## src/rtl/pipe_hold_ctrl_if.sv

```systemverilog
// Hazard/wait inputs and encoded hold/redirect outputs shared between the
// pipeline stages and the hold controller.
interface pipe_hold_ctrl_if #(
  parameter int unsigned AddrWidth     = 64,
  parameter int unsigned HoldFlagWidth = 3
);
  logic                     ExIsLoad;
  logic [4:0]               ExRdAddr;
  logic [4:0]               IdRs1Addr;
  logic [4:0]               IdRs2Addr;
  logic                     IdRs1Used;
  logic                     IdRs2Used;
  logic                     ExJumpFlag;
  logic [AddrWidth-1:0]     ExJumpAddr;
  logic                     MulDivStart;
  logic                     MulDivDone;
  logic                     MemReq;
  logic                     MemReady;
  logic [HoldFlagWidth-1:0] HoldFlagToRegs;
  logic                     JumpFlagOut;
  logic [AddrWidth-1:0]     JumpAddrOut;
  logic [31:0]              StallCycles;

  modport master (
    output ExIsLoad, ExRdAddr, IdRs1Addr, IdRs2Addr, IdRs1Used, IdRs2Used,
           ExJumpFlag, ExJumpAddr, MulDivStart, MulDivDone, MemReq, MemReady,
    input  HoldFlagToRegs, JumpFlagOut, JumpAddrOut, StallCycles
  );

  modport slave (
    input  ExIsLoad, ExRdAddr, IdRs1Addr, IdRs2Addr, IdRs1Used, IdRs2Used,
           ExJumpFlag, ExJumpAddr, MulDivStart, MulDivDone, MemReq, MemReady,
    output HoldFlagToRegs, JumpFlagOut, JumpAddrOut, StallCycles
  );
endinterface

```

## src/rtl/pipe_hold_ctrl.sv

```systemverilog
// Pipeline hold/flush controller: prioritises memory, mul/div, jump and
// load-use hazards into one hold code and counts stalled cycles.
module pipe_hold_ctrl #(
  parameter int unsigned FlushCycles   = 1,
  parameter int unsigned HoldFlagWidth = 3,
  parameter int unsigned AddrWidth     = 64
) (
  input logic           Clk,
  input logic           Rst,
  pipe_hold_ctrl_if.slave bus
);
  typedef enum logic [1:0] {S_RUN, S_MEM_WAIT, S_MD_WAIT, S_FLUSH} state_t;

  localparam logic [HoldFlagWidth-1:0] HF_NONE   = HoldFlagWidth'(0);
  localparam logic [HoldFlagWidth-1:0] HF_BUBBLE = HoldFlagWidth'(1);
  localparam logic [HoldFlagWidth-1:0] HF_FLUSH  = HoldFlagWidth'(2);
  localparam logic [HoldFlagWidth-1:0] HF_STALL  = HoldFlagWidth'(3);
  localparam logic [2:0]               FLUSH_LOAD = 3'(FlushCycles - 1);

  state_t                   r_state, w_next;
  logic [2:0]               r_flush_cnt, w_cnt_next;
  logic [31:0]              r_stall_cnt;
  logic [HoldFlagWidth-1:0] w_hold;
  logic                     w_jump;
  logic                     w_rules;
  logic                     w_skip_r2;
  logic                     w_load_use;
  logic                     w_mem_stall;
  logic                     w_md_stall;

  always_comb begin
    w_load_use  = bus.ExIsLoad && (bus.ExRdAddr != '0) &&
                  ((bus.IdRs1Used && (bus.IdRs1Addr == bus.ExRdAddr)) ||
                   (bus.IdRs2Used && (bus.IdRs2Addr == bus.ExRdAddr)));
    w_mem_stall = bus.MemReq && !bus.MemReady;
    w_md_stall  = bus.MulDivStart && !bus.MulDivDone;
  end

  always_comb begin
    w_next     = r_state;
    w_cnt_next = r_flush_cnt;
    w_hold     = HF_NONE;
    w_jump     = 1'b0;
    w_rules    = 1'b0;
    w_skip_r2  = 1'b0;
    case (r_state)
      S_RUN: w_rules = 1'b1;
      S_MEM_WAIT: begin
        if (!bus.MemReady) w_hold = HF_STALL;
        else               w_rules = 1'b1;
      end
      S_MD_WAIT: begin
        // MulDivStart still reflects the finishing op, so R2 must not re-fire.
        if (!bus.MulDivDone) w_hold = HF_STALL;
        else begin
          w_rules   = 1'b1;
          w_skip_r2 = 1'b1;
        end
      end
      S_FLUSH: begin
        w_hold     = HF_FLUSH;
        w_cnt_next = r_flush_cnt - 3'(r_flush_cnt != '0);
        if (r_flush_cnt <= 3'd1) w_next = S_RUN;
      end
      default: w_next = S_RUN;
    endcase

    if (w_rules) begin
      w_next = S_RUN;
      if (w_mem_stall) begin
        w_hold = HF_STALL;
        w_next = S_MEM_WAIT;
      end else if (w_md_stall && !w_skip_r2) begin
        w_hold = HF_STALL;
        w_next = S_MD_WAIT;
      end else if (bus.ExJumpFlag) begin
        w_hold     = HF_FLUSH;
        w_jump     = 1'b1;
        w_cnt_next = FLUSH_LOAD;
        w_next     = (FLUSH_LOAD != '0) ? S_FLUSH : S_RUN;
      end else if (w_load_use) begin
        w_hold = HF_BUBBLE;
      end
    end
  end

  always_ff @(posedge Clk or negedge Rst) begin
    if (!Rst) begin
      r_state     <= S_RUN;
      r_flush_cnt <= '0;
      r_stall_cnt <= '0;
    end else begin
      r_state     <= w_next;
      r_flush_cnt <= w_cnt_next;
      if ((w_hold != HF_NONE) && (r_stall_cnt != '1))
        r_stall_cnt <= r_stall_cnt + 32'd1;
    end
  end

  // Outputs are Mealy, so they must be forced quiet while reset is held.
  assign bus.HoldFlagToRegs = Rst ? w_hold : '0;
  assign bus.JumpFlagOut    = Rst && w_jump;
  assign bus.JumpAddrOut    = (Rst && w_jump) ? bus.ExJumpAddr : '0;
  assign bus.StallCycles    = r_stall_cnt;
endmodule

```

## src/flat_wrapper.sv

```systemverilog
// flat-port wrapper written by rule: the top's interface ports become plain ports
module pipe_hold_ctrl_flat 
#(
  parameter int unsigned FlushCycles   = 1,
  parameter int unsigned HoldFlagWidth = 3,
  parameter int unsigned AddrWidth     = 64
)
  (Clk, Rst, bus_ExIsLoad, bus_ExRdAddr, bus_IdRs1Addr, bus_IdRs2Addr, bus_IdRs1Used, bus_IdRs2Used, bus_ExJumpFlag, bus_ExJumpAddr, bus_MulDivStart, bus_MulDivDone, bus_MemReq, bus_MemReady, bus_HoldFlagToRegs, bus_JumpFlagOut, bus_JumpAddrOut, bus_StallCycles);
  pipe_hold_ctrl_if #(.AddrWidth(AddrWidth), .HoldFlagWidth(HoldFlagWidth)) bus_i ();
  input logic Clk;
  input logic Rst;
  input wire logic [$bits(bus_i.ExIsLoad)-1:0] bus_ExIsLoad;
  input wire logic [$bits(bus_i.ExRdAddr)-1:0] bus_ExRdAddr;
  input wire logic [$bits(bus_i.IdRs1Addr)-1:0] bus_IdRs1Addr;
  input wire logic [$bits(bus_i.IdRs2Addr)-1:0] bus_IdRs2Addr;
  input wire logic [$bits(bus_i.IdRs1Used)-1:0] bus_IdRs1Used;
  input wire logic [$bits(bus_i.IdRs2Used)-1:0] bus_IdRs2Used;
  input wire logic [$bits(bus_i.ExJumpFlag)-1:0] bus_ExJumpFlag;
  input wire logic [$bits(bus_i.ExJumpAddr)-1:0] bus_ExJumpAddr;
  input wire logic [$bits(bus_i.MulDivStart)-1:0] bus_MulDivStart;
  input wire logic [$bits(bus_i.MulDivDone)-1:0] bus_MulDivDone;
  input wire logic [$bits(bus_i.MemReq)-1:0] bus_MemReq;
  input wire logic [$bits(bus_i.MemReady)-1:0] bus_MemReady;
  output wire logic [$bits(bus_i.HoldFlagToRegs)-1:0] bus_HoldFlagToRegs;
  output wire logic [$bits(bus_i.JumpFlagOut)-1:0] bus_JumpFlagOut;
  output wire logic [$bits(bus_i.JumpAddrOut)-1:0] bus_JumpAddrOut;
  output wire logic [$bits(bus_i.StallCycles)-1:0] bus_StallCycles;
  assign bus_i.ExIsLoad = bus_ExIsLoad;
  assign bus_i.ExRdAddr = bus_ExRdAddr;
  assign bus_i.IdRs1Addr = bus_IdRs1Addr;
  assign bus_i.IdRs2Addr = bus_IdRs2Addr;
  assign bus_i.IdRs1Used = bus_IdRs1Used;
  assign bus_i.IdRs2Used = bus_IdRs2Used;
  assign bus_i.ExJumpFlag = bus_ExJumpFlag;
  assign bus_i.ExJumpAddr = bus_ExJumpAddr;
  assign bus_i.MulDivStart = bus_MulDivStart;
  assign bus_i.MulDivDone = bus_MulDivDone;
  assign bus_i.MemReq = bus_MemReq;
  assign bus_i.MemReady = bus_MemReady;
  assign bus_HoldFlagToRegs = bus_i.HoldFlagToRegs;
  assign bus_JumpFlagOut = bus_i.JumpFlagOut;
  assign bus_JumpAddrOut = bus_i.JumpAddrOut;
  assign bus_StallCycles = bus_i.StallCycles;
  pipe_hold_ctrl #(.FlushCycles(FlushCycles), .HoldFlagWidth(HoldFlagWidth), .AddrWidth(AddrWidth)) u_core (.Clk(Clk), .Rst(Rst), .bus(bus_i));
endmodule
```

## config.mk

```make
export PLATFORM = sky130hd
export DESIGN_NAME = pipe_hold_ctrl_flat
export DESIGN_NICKNAME = d
export VERILOG_FILES = /design/src/rtl/pipe_hold_ctrl_if.sv /design/src/rtl/pipe_hold_ctrl.sv /design/src/flat_wrapper.sv
export SDC_FILE = /design/constraint.sdc
export NUM_CORES = 1
export LEC_CHECK = 0
export ABC_AREA = 1
export ABC_CLOCK_PERIOD_IN_PS = 1650
export CORE_MARGIN = 2
export CORE_UTILIZATION = 35
export DETAILED_ROUTE_END_ITERATION = 16
export MAX_ROUTING_LAYER = met4
export PLACE_DENSITY = 0.78
export SLEW_MARGIN = 20
export SYNTH_ARGS = -nofsm -noshare
export SYNTH_HDL_FRONTEND = slang
export SYNTH_SLANG_ARGS = --single-unit
```

## constraint.sdc

```tcl
create_clock -name Clk -period 1.65 [get_ports Clk]
set_input_delay 0.165 -clock Clk [delete_from_list [all_inputs] [get_ports Clk]]
set_output_delay 0.165 -clock Clk [all_outputs]
set_load 0.01 [all_outputs]
```

==> reports/results.ini, run 1 <==
[status]
status=finished with violations
violations=negative setup slack

[critical_path]
worst-setup-path-type=input pin to flop
cp-start-kind=input pin
end_kind=flop
worstPathArrival_ns=2.35
path_max_fanout=8
cp-startpoint=bus_MulDivDone
reg2reg_from=u_core.r_state[0]
crit_required_ns=1.83

[place]
port_buffers=187
dp_hpwl_microns=10500
dp_cells=908
gp_congestion=0.915
postPlaceCellArea_sq_um=5890
dp_slack_ns=-0.754

[routing]
antenna_left=0
drt_iter0_drc=320
viasPerCell=4.89
wirelength_microns=15400
remaining_drc_errors=0
via_count=4627
drt-wirelength-per-cell_microns=16.3
first_pass_iters=5

[clocking]
clk_pin_slew_ns=0.08
holdBufCountCts=0
clock_sinks=37
cts_root_buf=clkbuf_8
htree_levels=2
clk_latency_ns=0.29
cts_buffer_depth=2
cts_tree=built
numCtsBuffers=5

[die]
ios=189
core_sq_um=9200
die_w_microns=101
rows=35
dieArea_sq_um=10300
die_y_microns=101
initial_utilization_pct=36.0

[yosys]
yosysSeqAreaShare_pct=27.9
yosysMostFrequentCell=nand2_1
synth_top_flop_cell=dfrtp_1
ys_types=28
yosys-top-cells-count=nand2_1, inv_1, nor2_1
yosysTopAreaCellShare_pct=27.9
synth_area_leaders=dfrtp_1, nand2_1, inv_1
synth-edff-count=0
avgSynthCellArea_sq_um=5.99
synth_cells=553
netlist_area_sq_um=3310
synth-async-reset-ratio_pct=100
synth_area_leader_cell=dfrtp_1
ys_ff_latch=37
syn_nets=645
yosysWarningCount=0

[timing]
final_hold_viol_count=0
fin_ws_ns=-0.514
finalSetupViolCount=99
fin_crit_sh_pct=131
slew_viol_final=0
fmax_mhz=462
fin_crit_ns=2.16
rsz0062_at_grt=yes
holdWs_ns=0.119
fin_worst_skew_ns=0.00901

[global_routing]
antenna_found_initial=0
grt_pass1_wl_microns=23200
globalRouteOverflowTotal=0
grt_max_degree=38
grt_usage_pct=29.9
grt_pass1_vias=4634

[power]
power_leakage_nw=3.50
peakVddDrop_v=0.000415
p_sw_share_pct=36.2
switchingPower_mw=1.44
p_comb_share_pct=55.7
seqPwrFrac_pct=28.1
clkPwrFrac_pct=16.2
internal-power_mw=2.54
power_density_nw_per_um2=619

[cells_and_area]
area_growth_pct=94.5
nets=926
design_area_sq_um=6440
drive_gt1_share_pct=32.9
fin_cells=946
diodes=0

[worst_hold_path]
hold_class=input pin to async pin

[job]
max_cap_viol_count=0

[cell usage in the layout (no fill, tap or decap), drive strengths merged]
| cell | instances |
|---|---|
| a211oi | 1 |
| a21oi | 1 |
| buf | 170 |
| bufbuf | 1 |
| clkbuf | 5 |
| clkdlybuf4s50 | 119 |
| clkinv | 2 |
| clkinvlp | 1 |
| conb | 1 |
| dfrtp | 37 |
| ha | 3 |
| inv | 124 |
| nand2 | 162 |
| nand3 | 48 |
| nand4 | 5 |
| nor2 | 114 |
| nor3 | 9 |
| nor4b | 1 |
| o21ai | 7 |
| o22ai | 1 |
| or2 | 1 |
| xnor2 | 9 |
| xor2 | 13 |
[cell families after synthesis]
kind of cell,share of synthesized area (%)
xor gates and xnor gates,5.82
adders and majority gates,1.13
AOI/OAI and AO/OA,1.74
other,0.113
buffers and inverters,17.5
DFF,27.9
and+or+nand+nor,45.8
[critical path: stages]
cell             delay, ns
clkdlybuf4s50_1       0.51
inv_1                 0.10
o21ai_2               0.17
nand3_2               0.12
buf_4                 0.15
buf_4                 0.12
buf_6                 0.12
inv_2                 0.06
nand2_2               0.06
nand2_2               0.07
buf_6                 0.11
nand2_8               0.06
buf_6                 0.15
buf_6                 0.12
buf_16                0.14
nand3_2               0.06
nand2_1               0.05
[power by group through the flow]
| stage | combinational [mW] | sequential, mW | clock, mW |
|---|---|---|---|
| floorplan | 0.691 | 1.21 | 0 |
| global placement | 1.72 | 1.13 | 0 |
| detailed placement | 1.78 | 1.14 | 0 |
| CTS | 2.13 | 1.12 | 0.649 |
| global route | 2.37 | 1.13 | 0.691 |
| finish | 2.22 | 1.12 | 0.644 |
[worst paths after layout]
path	end	slack [ns]	cells past startpoint
min in group Clk	u_core.r_state[0]	0.51	3
max reg2reg	u_core.bus.StallCycles[12]	-0.51	17
max	u_core.bus.StallCycles[12]	-0.51	17
max in group asynchronous	u_core.bus.StallCycles[0]	1.16	3
min	u_core.bus.StallCycles[14]	0.12	3
min reg2reg	u_core.r_flush_cnt[0]	0.54	2
[metrics by stage]
stage	utilization [%]	total power [mW]	TNS [ns]
CTS	69.2	3.90	-35.58
finish	70.1	3.99	-42.36
global placement	64.0	2.85	-52.77
floorplan	-	1.90	-2.62
global route	70.1	4.20	-51.67
detailed placement	64.0	2.92	-57.38
[cell type report]
type	instances	area, sq um
multi-input cells	376	2060
fillers	699	2750
clock buffers	5	68.8
flip-flops and latches	37	927
repair buffers	290	2760
clock inverters	3	17.5
well taps	111	139
inverters	124	470
[sequential cells by signal (all words and copies together) (netlist names)]
name	count
u_core.bus.StallCycles	32
u_core.r_flush_cnt	3
u_core.r_state	2
[timing repair]
item / 4_1_cts / 5_1_grt
setup endpoints to repair: 99 / 99
buffers inserted: 15 / 4
hold endpoints to repair: 0 / 0
pin swaps: 29 / 5
gates resized for setup: 341 / 15
gates cloned: 11 / 0
[metal layers]
layer	GRT usage, %	share of wire, %	vias to the layer above
met3	7.11	8.5	65
met2	53.1	51	237
met1	30.5	35	2144
li1	-	-	2181
met5	-	0	-
met4	15.4	5.6	0
No activity file was read; power rests on OpenSTA's default activity.
==> run 2, diff against run 1 <==
==> constraint.sdc (replaced) <==
create_clock -name Clk -period 1.65 [get_ports Clk]
set_input_delay 0.495 -clock Clk [delete_from_list [all_inputs] [get_ports Clk]]
set_output_delay 0.495 -clock Clk [all_outputs]
set_load 0.01 [all_outputs]
==> run 2 against run 1 <==
Effect of this change: the flow still finishes with violations (negative setup slack); sequential share of layout area hardly changed; die area stayed put; clock power is 4.5% higher; sequential power hardly changed; via count is 1.6% higher; clock-buffer cell count stayed put; highest routed layer unchanged.
==> reports/results.ini, run 2 (synthesized netlist as in run 1, its figures left out) <==
[status]
status=finished with violations
violations=negative setup slack

[power]
power_leakage_nw=3.71
peakVddDrop_v=0.000413
power_density_nw_per_um2=615

[routing]
via_count=4699
wirelength_microns=15300
drt-wirelength-per-cell_microns=15.9
drt_iter0_drc=248
first_pass_iters=7
remaining_drc_errors=0
viasPerCell=4.86
antenna_left=0

[global_routing]
grt_usage_pct=28.8
antenna_found_initial=0
globalRouteOverflowTotal=0
grt_pass1_vias=4678
grt_max_degree=38
grt_pass1_wl_microns=22700

[die]
initial_utilization_pct=36.0
die_w_microns=101
core_sq_um=9200
die_y_microns=101
rows=35
ios=189
dieArea_sq_um=10300

[cells_and_area]
diodes=0
drive_gt1_share_pct=34.9
fin_cells=966
final_common_cell=nand2_1
final_cell_mix=nand2_1, inv_1, buf_4
nets=946
largest_reg_flops=32
area_growth_pct=95.2

[place]
port_buffers=187
gp_congestion=0.883
dp_hpwl_microns=10400
dp_cells=913

[clocking]
numCtsBuffers=5
clock_sinks=37
clk_pin_slew_ns=0.09
holdBufCountCts=0
cts_buffer_depth=2
cts_tree=built
htree_levels=2
cts_root_buf=clkbuf_8
clk_latency_ns=0.31

[critical_path]
path_cells=inv_2 -> o21ai_4 -> o21ai_4 -> nand3_4 -> nor2_4 -> inv_2 -> nor2_4 -> inv_4 -> buf_12 -> nor2_1 -> clkdlybuf4s15_2
ff2ff_setup_slack_ns=-0.45
end_kind=output port
cp_num_cells=11
worstRegToRegCells=16
cp_top_family=buffers and inverters
worst-setup-path-type=flop to output port
cp-start-kind=flop
crit_required_ns=1.15
slowest_delay_ns=0.44
cp_slowest_cell=dfrtp_1
path_max_fanout=16
crit_buf_inv=5
worstPathArrival_ns=1.93

[timing]
finalSetupViolCount=99
fin_crit_sh_pct=147
final_hold_viol_count=0
fin_worst_skew_ns=0.0169
slew_viol_final=0
rsz0062_at_grt=yes
fin_ws_ns=-0.773
fin_crit_ns=2.42
holdWs_ns=0.354
fmax_mhz=413

[job]
max_cap_viol_count=0

[worst_hold_path]
hold_class=input pin to async pin

## run 2: cell count changes in the layout (fill, tap and decap cells not counted), moves of 8 or more
cell | before | now
buf_4 | 74 | 97
clkdlybuf4s15_1 | 0 | 8
clkdlybuf4s50_1 | 119 | 68
dlygate4sd2_1 | 0 | 38
nand2_1 | 155 | 146
nand2_2 | 5 | 13
nor2_1 | 69 | 87
nor2_2 | 32 | 15
## run 2: final timing paths
kind | from | endpoint
worst max-delay path | u_core.r_state[0] | bus_JumpAddrOut[15]
worst min-delay path | Rst | u_core.bus.StallCycles[23]
worst max register to register | u_core.r_state[0] | u_core.bus.StallCycles[22]
worst min register to register | u_core.bus.StallCycles[20] | u_core.bus.StallCycles[20]
max in group asynchronous | Rst | u_core.bus.StallCycles[7]
min in group Clk | u_core.bus.StallCycles[20] | u_core.bus.StallCycles[20]
## run 2: timing repair
action	in CTS	in global routing
gates resized for setup	372	40
setup buffers	27	12
pin swaps	19	3
cloned	6	2
setup endpoints to repair	131	110
## run 2: where the power goes
part           switching [mW]  total (mW)  internal (mW)
clock                   0.381       0.673          0.293
sequential              0.107        1.13           1.02
combinational           0.993        2.17           1.18
total                    1.48        3.98           2.49
## run 2: per-layer routing
| layer | vias up | GRT usage [%] | part of all wire (%) |
|---|---|---|---|
| li1 | 2220 | - | - |
| met2 | 251 | 53.2 | 52 |
| met3 | 64 | 5.31 | 8.1 |
| met1 | 2164 | 29.7 | 35 |
| met4 | 0 | 12.4 | 4.5 |
| met5 | - | - | 0 |
## run 2: per-stage QoR
stage	utilization, %	setup TNS [ns]	total power, mW	setup slack [ns]	instance area (sq um)
global placement	65.4	-117.43	2.90	-1.42	6010
CTS	67.9	-51.70	3.77	-0.778	6250
global route	70.3	-67.40	4.18	-0.890	6470
floorplan	-	-22.72	1.93	-0.337	3490
finish	70.3	-56.23	3.98	-0.773	6470
detailed placement	65.4	-120.72	2.97	-1.50	6010
## run 2: layout make-up
| cell class | count | area, sq um |
|---|---|---|
| Inverter | 124 | 480 |
| Clock inverter | 3 | 17.5 |
| Tap cell | 111 | 139 |
| Clock buffer | 5 | 68.8 |
| Fill cell | 691 | 2730 |
| Sequential cell | 37 | 932 |
| Timing Repair Buffer | 310 | 2750 |
| Multi-Input combinational cell | 376 | 2080 |
## run 2: worst register-to-register path: stages, from the launching register on
cell     delay (ns)
dfrtp_1        0.44
inv_2          0.10
o21ai_4        0.07
o21ai_4        0.08
nand3_4        0.10
buf_4          0.14
buf_6          0.11
inv_1          0.04
nand2_1        0.06
nand2_2        0.09
buf_6          0.11
nand2_8        0.09
buf_6          0.16
buf_12         0.12
buf_16         0.13
nand3_2        0.07
nand2_1        0.07
